===== config.mk =====
export PLATFORM = sky130hd
export DESIGN_NAME = acc_router_n
export DESIGN_NICKNAME = d
export VERILOG_FILES = /design/src/rtl/acc_router_pkg.sv /design/src/rtl/acc_ch_mux.sv /design/src/rtl/acc_router_n.sv
export SDC_FILE = /design/constraint.sdc
export NUM_CORES = 1
export LEC_CHECK = 0
export CORE_UTILIZATION = 32
export CTS_CLUSTER_SIZE = 12
export DETAILED_ROUTE_END_ITERATION = 12
export PLACE_DENSITY = 0.63
export SYNTH_ARGS = -nofsm -noshare
export SYNTH_HDL_FRONTEND = slang
export SYNTH_SLANG_ARGS = --single-unit

===== constraint.sdc =====
create_clock -name clk -period 10.1 [get_ports clk]
set_clock_uncertainty 0.05 [all_clocks]
set_input_delay 2.02 -clock clk [delete_from_list [all_inputs] [get_ports clk]]
set_output_delay 2.02 -clock clk [all_outputs]
set_load 0.03 [all_outputs]

===== src/rtl/acc_router_pkg.sv =====
// Shared definitions for the accelerator router: FSM state encoding,
// default parameter values and the channel-select width helper.
// No logic; imported by acc_router_n and acc_ch_mux.
package acc_router_pkg;

    localparam int DEF_DATA_W = 32;
    localparam int DEF_ADDR_W = 32;
    localparam int DEF_N_CH   = 3;

    typedef enum logic [2:0] {
        ST_IDLE = 3'd0,
        ST_RD   = 3'd1,
        ST_CAP  = 3'd2,
        ST_PUT  = 3'd3,
        ST_GET  = 3'd4,
        ST_WR   = 3'd5,
        ST_DONE = 3'd6
    } state_t;

    // A single channel still needs a 1-bit select port.
    function automatic int sel_width(input int n_ch);
        return (n_ch > 1) ? $clog2(n_ch) : 1;
    endfunction

endpackage


===== src/rtl/acc_ch_mux.sv =====
// Channel steering: one-hot demux of push/pop strobes and push data, mux of pop data/status.
// Latency: purely combinational, zero cycles.
// Backpressure: exposes the selected channel's to_full/from_empty; an unmatched select reads as full/empty.
// Ports: sel (channel index), put_en/get_en/drive_dat (strobes from the FSM), put_dat (push word),
//        to_full/from_empty/ch_data_in (per-channel FIFO side), put_req/get_req/ch_data_out (per-channel),
//        sel_full/sel_empty/get_dat (selected-channel view).
module acc_ch_mux
    import acc_router_pkg::*;
#(
    parameter int N_CH   = DEF_N_CH,
    parameter int DATA_W = DEF_DATA_W,
    parameter int SEL_W  = 2
) (
    input  logic [SEL_W-1:0]       sel,
    input  logic                   put_en,
    input  logic                   get_en,
    input  logic                   drive_dat,
    input  logic [DATA_W-1:0]      put_dat,
    input  logic [N_CH-1:0]        to_full,
    input  logic [N_CH-1:0]        from_empty,
    input  logic [N_CH*DATA_W-1:0] ch_data_in,
    output logic [N_CH-1:0]        put_req,
    output logic [N_CH-1:0]        get_req,
    output logic [N_CH*DATA_W-1:0] ch_data_out,
    output logic                   sel_full,
    output logic                   sel_empty,
    output logic [DATA_W-1:0]      get_dat
);

    // Selected-channel view. Kept separate from the demux so the FSM's
    // strobes (which depend on sel_full/sel_empty) do not form a false loop.
    always_comb begin
        sel_full  = 1'b1;
        sel_empty = 1'b1;
        get_dat   = '0;
        for (int k = 0; k < N_CH; k++) begin
            if (sel == SEL_W'(k)) begin
                sel_full  = to_full[k];
                sel_empty = from_empty[k];
                get_dat   = ch_data_in[k*DATA_W +: DATA_W];
            end
        end
    end

    // Demux: only the selected channel ever sees a strobe or non-zero data.
    always_comb begin
        put_req     = '0;
        get_req     = '0;
        ch_data_out = '0;
        for (int k = 0; k < N_CH; k++) begin
            if (sel == SEL_W'(k)) begin
                put_req[k] = put_en;
                get_req[k] = get_en;
                if (drive_dat) begin
                    ch_data_out[k*DATA_W +: DATA_W] = put_dat;
                end
            end
        end
    end

endmodule


===== src/rtl/acc_router_n.sv =====
// Job engine: copies filesize words RAM->accelerator channel, then channel->RAM at the same addresses.
// Latency: 3 cycles/word inbound (RD,CAP,PUT), 2 cycles/word outbound (GET,WR), plus start and DONE cycles.
// Backpressure: waits in PUT while to_full[sel], in GET while from_empty[sel]; start ignored while busy.
// Ports: clk, reset (sync, active-low); job inputs start/acc_bypass/chan_sel/offset/filesize;
//        status busy/acc_done/sel_err/stall_cnt; channel side ch_enable/put_req/get_req/to_full/from_empty/
//        ch_data_out/ch_data_in; RAM side ram_read_enable/ram_write_enable/addr/ram_rdata/ram_wdata.
// Option: define ACC_ROUTER_STALL_CNT_EN to build the saturating stall counter; otherwise stall_cnt is 0.
module acc_router_n
    import acc_router_pkg::*;
#(
    parameter int  DATA_W = DEF_DATA_W,
    parameter int  ADDR_W = DEF_ADDR_W,
    parameter int  N_CH   = DEF_N_CH,
    localparam int SEL_W  = sel_width(N_CH)
) (
    input  logic                   clk,
    input  logic                   reset,
    input  logic                   start,
    input  logic                   acc_bypass,
    input  logic [SEL_W-1:0]       chan_sel,
    input  logic [ADDR_W-1:0]      offset,
    input  logic [ADDR_W-1:0]      filesize,
    output logic                   busy,
    output logic                   acc_done,
    output logic                   sel_err,
    output logic [N_CH-1:0]        ch_enable,
    output logic [N_CH-1:0]        put_req,
    output logic [N_CH-1:0]        get_req,
    input  logic [N_CH-1:0]        to_full,
    input  logic [N_CH-1:0]        from_empty,
    output logic [N_CH*DATA_W-1:0] ch_data_out,
    input  logic [N_CH*DATA_W-1:0] ch_data_in,
    output logic                   ram_read_enable,
    output logic                   ram_write_enable,
    output logic [ADDR_W-1:0]      addr,
    input  logic [DATA_W-1:0]      ram_rdata,
    output logic [DATA_W-1:0]      ram_wdata,
    output logic [31:0]            stall_cnt
);

    state_t            state_q, state_d;
    logic [SEL_W-1:0]  sel_q, sel_d;
    logic [ADDR_W-1:0] off_q, off_d;
    logic [ADDR_W-1:0] size_q, size_d;
    logic [ADDR_W-1:0] cnt_q, cnt_d;
    logic [DATA_W-1:0] hold_q, hold_d;
    logic              skip_q, skip_d;   // job does no transfers (bypass, empty or bad channel)
    logic              err_q, err_d;

    logic              put_en, get_en, rd_en, wr_en;
    logic              sel_full, sel_empty, sel_bad, last_word, job_accept, skip_in;
    logic [DATA_W-1:0] get_dat;

    assign sel_bad    = 32'(chan_sel) >= 32'(N_CH);
    assign skip_in    = acc_bypass || (filesize == '0) || sel_bad;
    assign last_word  = (cnt_q == size_q - ADDR_W'(1));
    assign job_accept = (state_q == ST_IDLE) && start;

    always_comb begin
        state_d = state_q;
        sel_d   = sel_q;
        off_d   = off_q;
        size_d  = size_q;
        cnt_d   = cnt_q;
        hold_d  = hold_q;
        skip_d  = skip_q;
        err_d   = err_q;
        put_en  = 1'b0;
        get_en  = 1'b0;
        rd_en   = 1'b0;
        wr_en   = 1'b0;
        case (state_q)
            ST_IDLE: begin
                if (start) begin
                    sel_d   = chan_sel;
                    off_d   = offset;
                    size_d  = filesize;
                    cnt_d   = '0;
                    err_d   = sel_bad;
                    skip_d  = skip_in;
                    state_d = skip_in ? ST_DONE : ST_RD;
                end
            end
            ST_RD: begin
                rd_en   = 1'b1;
                state_d = ST_CAP;
            end
            ST_CAP: begin
                hold_d  = ram_rdata;
                state_d = ST_PUT;
            end
            ST_PUT: begin
                if (!sel_full) begin
                    put_en = 1'b1;
                    // Outbound phase re-walks the same addresses from zero.
                    if (last_word) begin
                        cnt_d   = '0;
                        state_d = ST_GET;
                    end else begin
                        cnt_d   = cnt_q + ADDR_W'(1);
                        state_d = ST_RD;
                    end
                end
            end
            ST_GET: begin
                if (!sel_empty) begin
                    get_en  = 1'b1;
                    state_d = ST_WR;
                end
            end
            ST_WR: begin
                // Pop data arrives one cycle after get_req, i.e. now.
                wr_en   = 1'b1;
                cnt_d   = cnt_q + ADDR_W'(1);
                state_d = last_word ? ST_DONE : ST_GET;
            end
            ST_DONE: begin
                state_d = ST_IDLE;
            end
            default: begin
                state_d = ST_IDLE;
            end
        endcase
    end

    always_ff @(posedge clk) begin
        if (!reset) begin
            state_q <= ST_IDLE;
            sel_q   <= '0;
            off_q   <= '0;
            size_q  <= '0;
            cnt_q   <= '0;
            hold_q  <= '0;
            skip_q  <= 1'b0;
            err_q   <= 1'b0;
        end else begin
            state_q <= state_d;
            sel_q   <= sel_d;
            off_q   <= off_d;
            size_q  <= size_d;
            cnt_q   <= cnt_d;
            hold_q  <= hold_d;
            skip_q  <= skip_d;
            err_q   <= err_d;
        end
    end

    acc_ch_mux #(
        .N_CH   (N_CH),
        .DATA_W (DATA_W),
        .SEL_W  (SEL_W)
    ) u_mux (
        .sel         (sel_q),
        .put_en      (put_en),
        .get_en      (get_en),
        .drive_dat   (state_q == ST_PUT),
        .put_dat     (hold_q),
        .to_full     (to_full),
        .from_empty  (from_empty),
        .ch_data_in  (ch_data_in),
        .put_req     (put_req),
        .get_req     (get_req),
        .ch_data_out (ch_data_out),
        .sel_full    (sel_full),
        .sel_empty   (sel_empty),
        .get_dat     (get_dat)
    );

    assign busy             = (state_q != ST_IDLE);
    assign acc_done         = (state_q == ST_DONE);
    assign sel_err          = acc_done && err_q;
    assign ram_read_enable  = rd_en;
    assign ram_write_enable = wr_en;
    assign addr             = (rd_en || wr_en) ? (off_q + cnt_q) : '0;
    assign ram_wdata        = wr_en ? get_dat : '0;

    always_comb begin
        ch_enable = '0;
        for (int k = 0; k < N_CH; k++) begin
            ch_enable[k] = busy && !skip_q && (sel_q == SEL_W'(k));
        end
    end

`ifdef ACC_ROUTER_STALL_CNT_EN
    logic [31:0] stall_q, stall_d;

    always_comb begin
        stall_d = stall_q;
        if (job_accept) begin
            stall_d = '0;
        end else if ((((state_q == ST_PUT) && sel_full) || ((state_q == ST_GET) && sel_empty))
                     && (stall_q != '1)) begin
            stall_d = stall_q + 32'd1;
        end
    end

    always_ff @(posedge clk) begin
        if (!reset) begin
            stall_q <= '0;
        end else begin
            stall_q <= stall_d;
        end
    end

    assign stall_cnt = stall_q;
`else
    assign stall_cnt = '0;
`endif

endmodule


==> flow_metrics.env, run 1 <==
export IMPL_outcome="completed"
export IMPL_die_area_mm2=0.0333
export IMPL_io_buffers=377
export IMPL_yosys_register_bits=135
export IMPL_multi_input_area_mm2=0.00712
export IMPL_pre_cts_ws_ps=3960
export IMPL_period_share_pct=62.5
export IMPL_vias_per_cell=5.16
export IMPL_drc=0
export IMPL_fin_util_pct=47.0
export IMPL_antenna_found_initial=5
export IMPL_dr_pass1_iters=5
export IMPL_final_nets=2011
export IMPL_ys_top_cells_by_area="dfxtp_1, nand2_1, a21oi_1"
export IMPL_grt_busiest_layer="met2"
export IMPL_final_area_mm2=0.0149
export IMPL_cts_buffer_depth=2
export IMPL_power_leakage_uw=0.00544
export IMPL_ctsResizeCount=0
export IMPL_netlist_area_mm2=0.0104
export IMPL_synth_top_area_share_pct=25.9
export IMPL_core_mm2=0.0318
export IMPL_start_kind="flip-flop"
export IMPL_post_route_min_period_ps=6310
export IMPL_clock_fmax_mhz=158
export IMPL_ir_drop_mv=0.123
export IMPL_routed_wl_mm=40.3
export IMPL_use_met3_pct=7.98
export IMPL_cp_arrival_ps=4240
export IMPL_synth_ff_type="dfxtp_1"
export IMPL_tns_ps=0
export IMPL_cts_buffers=17
export IMPL_wl_per_cell_um=18.1
export IMPL_clkLatencyLatePin_ps=430
export IMPL_cts_tree="built"
export IMPL_hold_class="flip-flop to flip-flop"
export IMPL_io_pins=410
export IMPL_slew_headroom_pct=17.1
export IMPL_grt_pass1_vias=10800
export IMPL_post_cts_setup_buffer_count=0
export IMPL_place_gp_congestion=0.914
export IMPL_setup_violations=0
export IMPL_die_y_um=182
export IMPL_drtIter0Drc=931
export IMPL_synth_largest_area_cell="dfxtp_1"
export IMPL_min_path_cells=2
export IMPL_hold_ws_ps=405
export IMPL_clk_pin_slew_ps=70
export IMPL_grt_pass1_wl_mm=61.4
export IMPL_use_met2_pct=36.0
export IMPL_fin_ws_ps=3790
export IMPL_cts_root_buf="clkbuf_16"
export IMPL_grtUsageMet1_pct=31.4
export IMPL_worstSetupPathType="flip-flop to output port"
export IMPL_required_ps=8030
export IMPL_end_kind="output port"
export IMPL_dpl_cell_area_mm2=0.0143
export IMPL_layout_drive_gt1_share_pct=4.48
export IMPL_yosys_warnings=0
export IMPL_syn_avg_cell_area_um2=7.12
export IMPL_rsz0062_at_grt="false"
export IMPL_start_util_pct=32.8
export IMPL_fp_dieW_um=182
export IMPL_ctsHoldBuffers=0
export IMPL_ant_nets=0
export IMPL_cp_max_fo=6
export IMPL_areaGrowthSynthToFinish_pct=43.4
export IMPL_hpwl_mm=31.6
export IMPL_clock_sinks=135
export IMPL_power_density_mw_per_mm2=187
export IMPL_syn_inst=1464
export IMPL_nFillCells=3141
export IMPL_yosysSeqAreaShare_pct=25.9
export IMPL_grt_overflow=0
export IMPL_ys_types=82
export IMPL_worst_r2r_cell_count=8
export IMPL_synth_edff_count=0
export IMPL_cap_viol_max_count=0
export IMPL_cts_htree_levels=4
export IMPL_num_rows=65
export IMPL_slew_viol_final=0
export IMPL_num_vias=11500
export IMPL_regArea_mm2=0.00270
export IMPL_synthArstFlopShare_pct=0
export IMPL_worst_pin_slew_ps=1230
export IMPL_grt_total_usage_pct=23.7
export IMPL_hold_viol=0
export IMPL_grt_max_degree=71
==> power by group <==
group | internal, uW | switching, uW
logic | 512 | 861
clock network | 355 | 287
registers | 633 | 148
total | 1500 | 1300
==> worst paths after layout <==
path | endpoint | from | slack [ps]
max | addr[30] | cnt_q[0]$_SDFFE_PN0P_ | 3790
min | err_q$_SDFFE_PN0P_ | err_q$_SDFFE_PN0P_ | 400
max reg2reg | cnt_q[20]$_SDFFE_PN0P_ | sel_q[1]$_SDFFE_PN0P_ | 5900
min reg2reg | err_q$_SDFFE_PN0P_ | err_q$_SDFFE_PN0P_ | 400
==> synthesized netlist by cell type (5+ instances only) <==
| cell | number |
|---|---|
| a21oi_1 | 173 |
| a31oi_1 | 9 |
| and3_1 | 16 |
| nand4b_1 | 6 |
| xor2_1 | 27 |
| nor2_1 | 128 |
| nand3b_1 | 6 |
| nor2b_1 | 8 |
| nand4_1 | 29 |
| and2_1 | 103 |
| nand2_1 | 251 |
| a21o_1 | 14 |
| ha_1 | 33 |
| xnor2_1 | 52 |
| nor4b_1 | 5 |
| inv_1 | 20 |
| o211ai_1 | 8 |
| mux2i_1 | 34 |
| buf_1 | 10 |
| dfxtp_1 | 135 |
| nor3b_1 | 6 |
| o21a_1 | 8 |
| o21ai_0 | 20 |
| clkbuf_1 | 81 |
| nand2b_1 | 11 |
| nor4_1 | 35 |
| nand3_1 | 32 |
| nor3_1 | 39 |
| a211oi_1 | 22 |
| a221oi_1 | 5 |
| or3_1 | 8 |
| buf_4 | 33 |
| buf_2 | 6 |
==> flip-flops by register name, summed over array words and instances (netlist names) <==
signal,cells
cnt_q,32
hold_q,32
off_q,32
size_q,32
state_q,3
sel_q,2
err_q,1
skip_q,1
==> metrics by stage <==
step	std cells	total power (uW)
finish	2223	2800
global route	2223	2990
CTS	2221	2800
detailed placement	2189	2160
global placement	2189	2140
floorplan	1495	1710
==> metal layers <==
layer | part of all wire [%] | routed length (um)
met1 | 44 | 17900
met5 | 0.062 | 25
met3 | 9.3 | 3750
met4 | 1.8 | 740
met2 | 44 | 17900
==> cell usage in the layout, fill, tap and decap left out, types with 7 or more instances in the layout <==
| cell | netlist | routed |
|---|---|---|
| xnor2_1 | 52 | 52 |
| o211ai_1 | 8 | 8 |
| nand3_1 | 32 | 32 |
| inv_1 | 20 | 20 |
| nand2b_1 | 11 | 11 |
| nand4_1 | 29 | 29 |
| nor3_1 | 39 | 36 |
| buf_4 | 33 | 16 |
| clkdlybuf4s50_1 | 0 | 377 |
| a31oi_1 | 9 | 9 |
| and3_1 | 16 | 16 |
| a21o_1 | 14 | 14 |
| ha_1 | 33 | 33 |
| o21ai_0 | 20 | 20 |
| clkbuf_16 | 0 | 17 |
| mux2i_1 | 34 | 34 |
| or3_1 | 8 | 8 |
| a21oi_1 | 173 | 173 |
| nor2_1 | 128 | 128 |
| dfxtp_1 | 135 | 134 |
| nand2_1 | 251 | 250 |
| nor2b_1 | 8 | 7 |
| a211oi_1 | 22 | 22 |
| xor2_1 | 27 | 27 |
| conb_1 | 1 | 32 |
| and2_1 | 103 | 102 |
| nor4_1 | 35 | 34 |
| o21a_1 | 8 | 8 |
==> final cells by class <==
cell class / instances / share of cell area [%]
Clock inverter: 15 / 1.17
Clock buffer: 17 / 2.85
Inverter: 21 / 0.536
Sequential cell: 135 / 18.1
Timing Repair Buffer: 393 / 26.0
Multi-Input combinational cell: 1205 / 47.6
Antenna cell: 2 / 0.0335
Tap cell: 435 / 3.64
==> logic make-up after synthesis <==
logic type               synth area share, %
AO/OA/AOI/OAI                           18.5
XOR/XNOR                                6.64
adder cells (fa/ha/maj)                 4.15
buffers and inverters                   7.13
flip-flops                              25.9
multiplexers                            3.48
other                                 0.0360
AND/OR/NAND/NOR                         34.2
==> worst max-delay path, cell delays in order, from the launching register on <==
cell and delay [ps]:
dfxtp_1 460, ha_1 260, fa_1 240, a21oi_1 100, nand4b_1 200, a21o_1 210, a2111o_1 480, nand4_1 190
a311oi_1 220, or4b_2 650, nand3_1 110, clkdlybuf4s50_1 680
Power figures use the tool's default switching activity.
==> inputs of run 2 (changes only) <==
- clock period: 10.1 -> 6.5 ns (I/O delays scaled with it)
==> flow_metrics.env, run 2 (same netlist as run 1, synthesis figures left out) <==
export IMPL_num_rows=65
export IMPL_period_share_pct=86.0
export IMPL_layout_drive_gt1_share_pct=4.48
export IMPL_worst_r2r_cell_count=8
export IMPL_ctsHoldBuffers=0
export IMPL_end_kind="output port"
export IMPL_worstSetupPathType="flip-flop to output port"
export IMPL_ant_nets=0
export IMPL_required_ps=5150
export IMPL_outcome="completed"
export IMPL_hold_class="flip-flop to flip-flop"
export IMPL_crit_family="simple AND/OR/NAND/NOR gates"
export IMPL_worstPathCellList="ha_1 > fa_1 > a21oi_1 > nand4b_1 > a21o_1 > a2111o_1 > nand4_1 > a311oi_1 > or4b_2 > nand3_1 > clkdlybuf4s50_1"
export IMPL_r2r_end="cnt_q[20]$_SDFFE_PN0P_"
export IMPL_cp_arrival_ps=4240
export IMPL_fp_dieW_um=182
export IMPL_die_area_mm2=0.0333
export IMPL_grt_max_degree=71
export IMPL_hpwl_mm=31.4
export IMPL_startpoint="cnt_q[0]$_SDFFE_PN0P_"
export IMPL_start_util_pct=32.8
export IMPL_num_vias=11500
export IMPL_antenna_cells=0
export IMPL_clkLatencyLatePin_ps=430
export IMPL_wl_per_cell_um=18.1
export IMPL_clock_sinks=135
export IMPL_grt_pass1_vias=10800
export IMPL_cp_endpoint="addr[30]"
export IMPL_cts_tree="built"
export IMPL_slowest_stage="clkdlybuf4s50_1"
export IMPL_grt_total_usage_pct=23.5
export IMPL_reg2reg_from="state_q[0]$_SDFFE_PN0P_"
export IMPL_io_buffers=377
export IMPL_die_y_um=182
export IMPL_crit_buf_inv=1
export IMPL_clock_fmax_mhz=179
export IMPL_power_density_mw_per_mm2=289
export IMPL_io_pins=410
export IMPL_place_gp_congestion=0.920
export IMPL_reg2reg_slack_ps=2360
export IMPL_post_cts_setup_buffer_count=0
export IMPL_slew_viol_final=0
export IMPL_setup_violations=0
export IMPL_cp_max_fo=6
export IMPL_regArea_mm2=0.00270
export IMPL_grt_overflow=0
export IMPL_start_kind="flip-flop"
export IMPL_tns_ps=0
export IMPL_multi_input_area_mm2=0.00712
export IMPL_antenna_found_initial=1
export IMPL_cp_depth=11
export IMPL_ir_drop_mv=0.201
export IMPL_nFillCells=3123
export IMPL_cts_buffers=17
export IMPL_routed_wl_mm=40.3
export IMPL_worst_pin_slew_ps=1260
export IMPL_cts_htree_levels=4
export IMPL_final_cell_mix="clkdlybuf4s50_1, nand2_1, a21oi_1, dfxtp_1, nor2_1"
export IMPL_total_power_uw=4320
export IMPL_grt_pass1_wl_mm=61.4
export IMPL_mostFrequentLayoutCell="clkdlybuf4s50_1"
export IMPL_hold_viol=0
export IMPL_cts_buffer_depth=2
export IMPL_core_mm2=0.0318
export IMPL_slowest_delay_ps=680
export IMPL_clk_pin_slew_ps=60
export IMPL_vias_per_cell=5.18
export IMPL_rsz0062_at_grt="false"
export IMPL_cts_root_buf="clkbuf_16"
export IMPL_post_route_min_period_ps=5590
export IMPL_ctsResizeCount=0
export IMPL_drtIter0Drc=774
export IMPL_drc=0
export IMPL_slew_headroom_pct=15.0
export IMPL_cap_viol_max_count=0
export IMPL_areaGrowthSynthToFinish_pct=43.2
export IMPL_final_nets=2011
export IMPL_dr_pass1_iters=5
export IMPL_power_leakage_uw=0.00542
[run 2: cell types whose count changed in the layout (fill, tap and decap cells not counted), sizes merged]
cell / previous run / this run
clkinv: 5 / 2
clkinvlp: 0 / 3
diode: 2 / 0
[run 2: power breakdown]
part	total (uW)	internal [uW]	leakage [uW]	switching, uW
Combinational	2130	795	0.00405	1340
Clock	977	542	0.000277	435
Sequential	1210	984	0.00110	224
Total	4320	2320	0.00542	2000
[run 2: layer usage]
| metal | GRT usage, % | vias to the layer above | part of all wire (%) |
|---|---|---|---|
| met2 | 36.7 | 429 | 45 |
| li1 | - | 5696 | - |
| met3 | 6.94 | 42 | 8.3 |
| met1 | 31.4 | 5342 | 45 |
| met5 | 0 | - | 0.025 |
| met4 | 6.12 | 2 | 1.5 |
[run 2: worst min path at each step]
| stage | startpoint | endpoint | slack, ps | depth (start not counted) |
|---|---|---|---|---|
| 6_report | err_q$_SDFFE_PN0P_ | err_q$_SDFFE_PN0P_ | 400 | 2 |
| 5_1_grt | err_q$_SDFFE_PN0P_ | err_q$_SDFFE_PN0P_ | 420 | 2 |
| 4_1_cts | err_q$_SDFFE_PN0P_ | err_q$_SDFFE_PN0P_ | 410 | 2 |
| 3_5_place_dp | err_q$_SDFFE_PN0P_ | err_q$_SDFFE_PN0P_ | 400 | 2 |
| 3_3_place_gp | err_q$_SDFFE_PN0P_ | err_q$_SDFFE_PN0P_ | 390 | 2 |
| 2_1_floorplan | err_q$_SDFFE_PN0P_ | err_q$_SDFFE_PN0P_ | 380 | 2 |
[run 2: worst min-delay path: stages, from the launching register on]
cell     delay (ps)
dfxtp_1         300
nand2_1          50
a21oi_1          50
[run 2: layout make-up]
class	count	share of cell area, %
multi-input combinational	1205	47.7
tap	435	3.65
timing repair buffer	393	26.1
inverter	21	0.537
sequential	135	18.1
clock inverter	15	1.03
clock buffer	17	2.85
[run 2: stage by stage]
stage | instances | utilization, % | hold WS [ps] | instance area, um^2 | setup slack (ps)
global placement | 2189 | 45.1 | 387 | 14300 | 1450
finish | 2221 | 46.9 | 405 | 14900 | 909
floorplan | 1495 | - | 382 | 10500 | 2260
detailed placement | 2189 | 45.1 | 396 | 14300 | 1390
global route | 2221 | 46.9 | 416 | 14900 | 718
CTS | 2221 | 46.9 | 406 | 14900 | 916
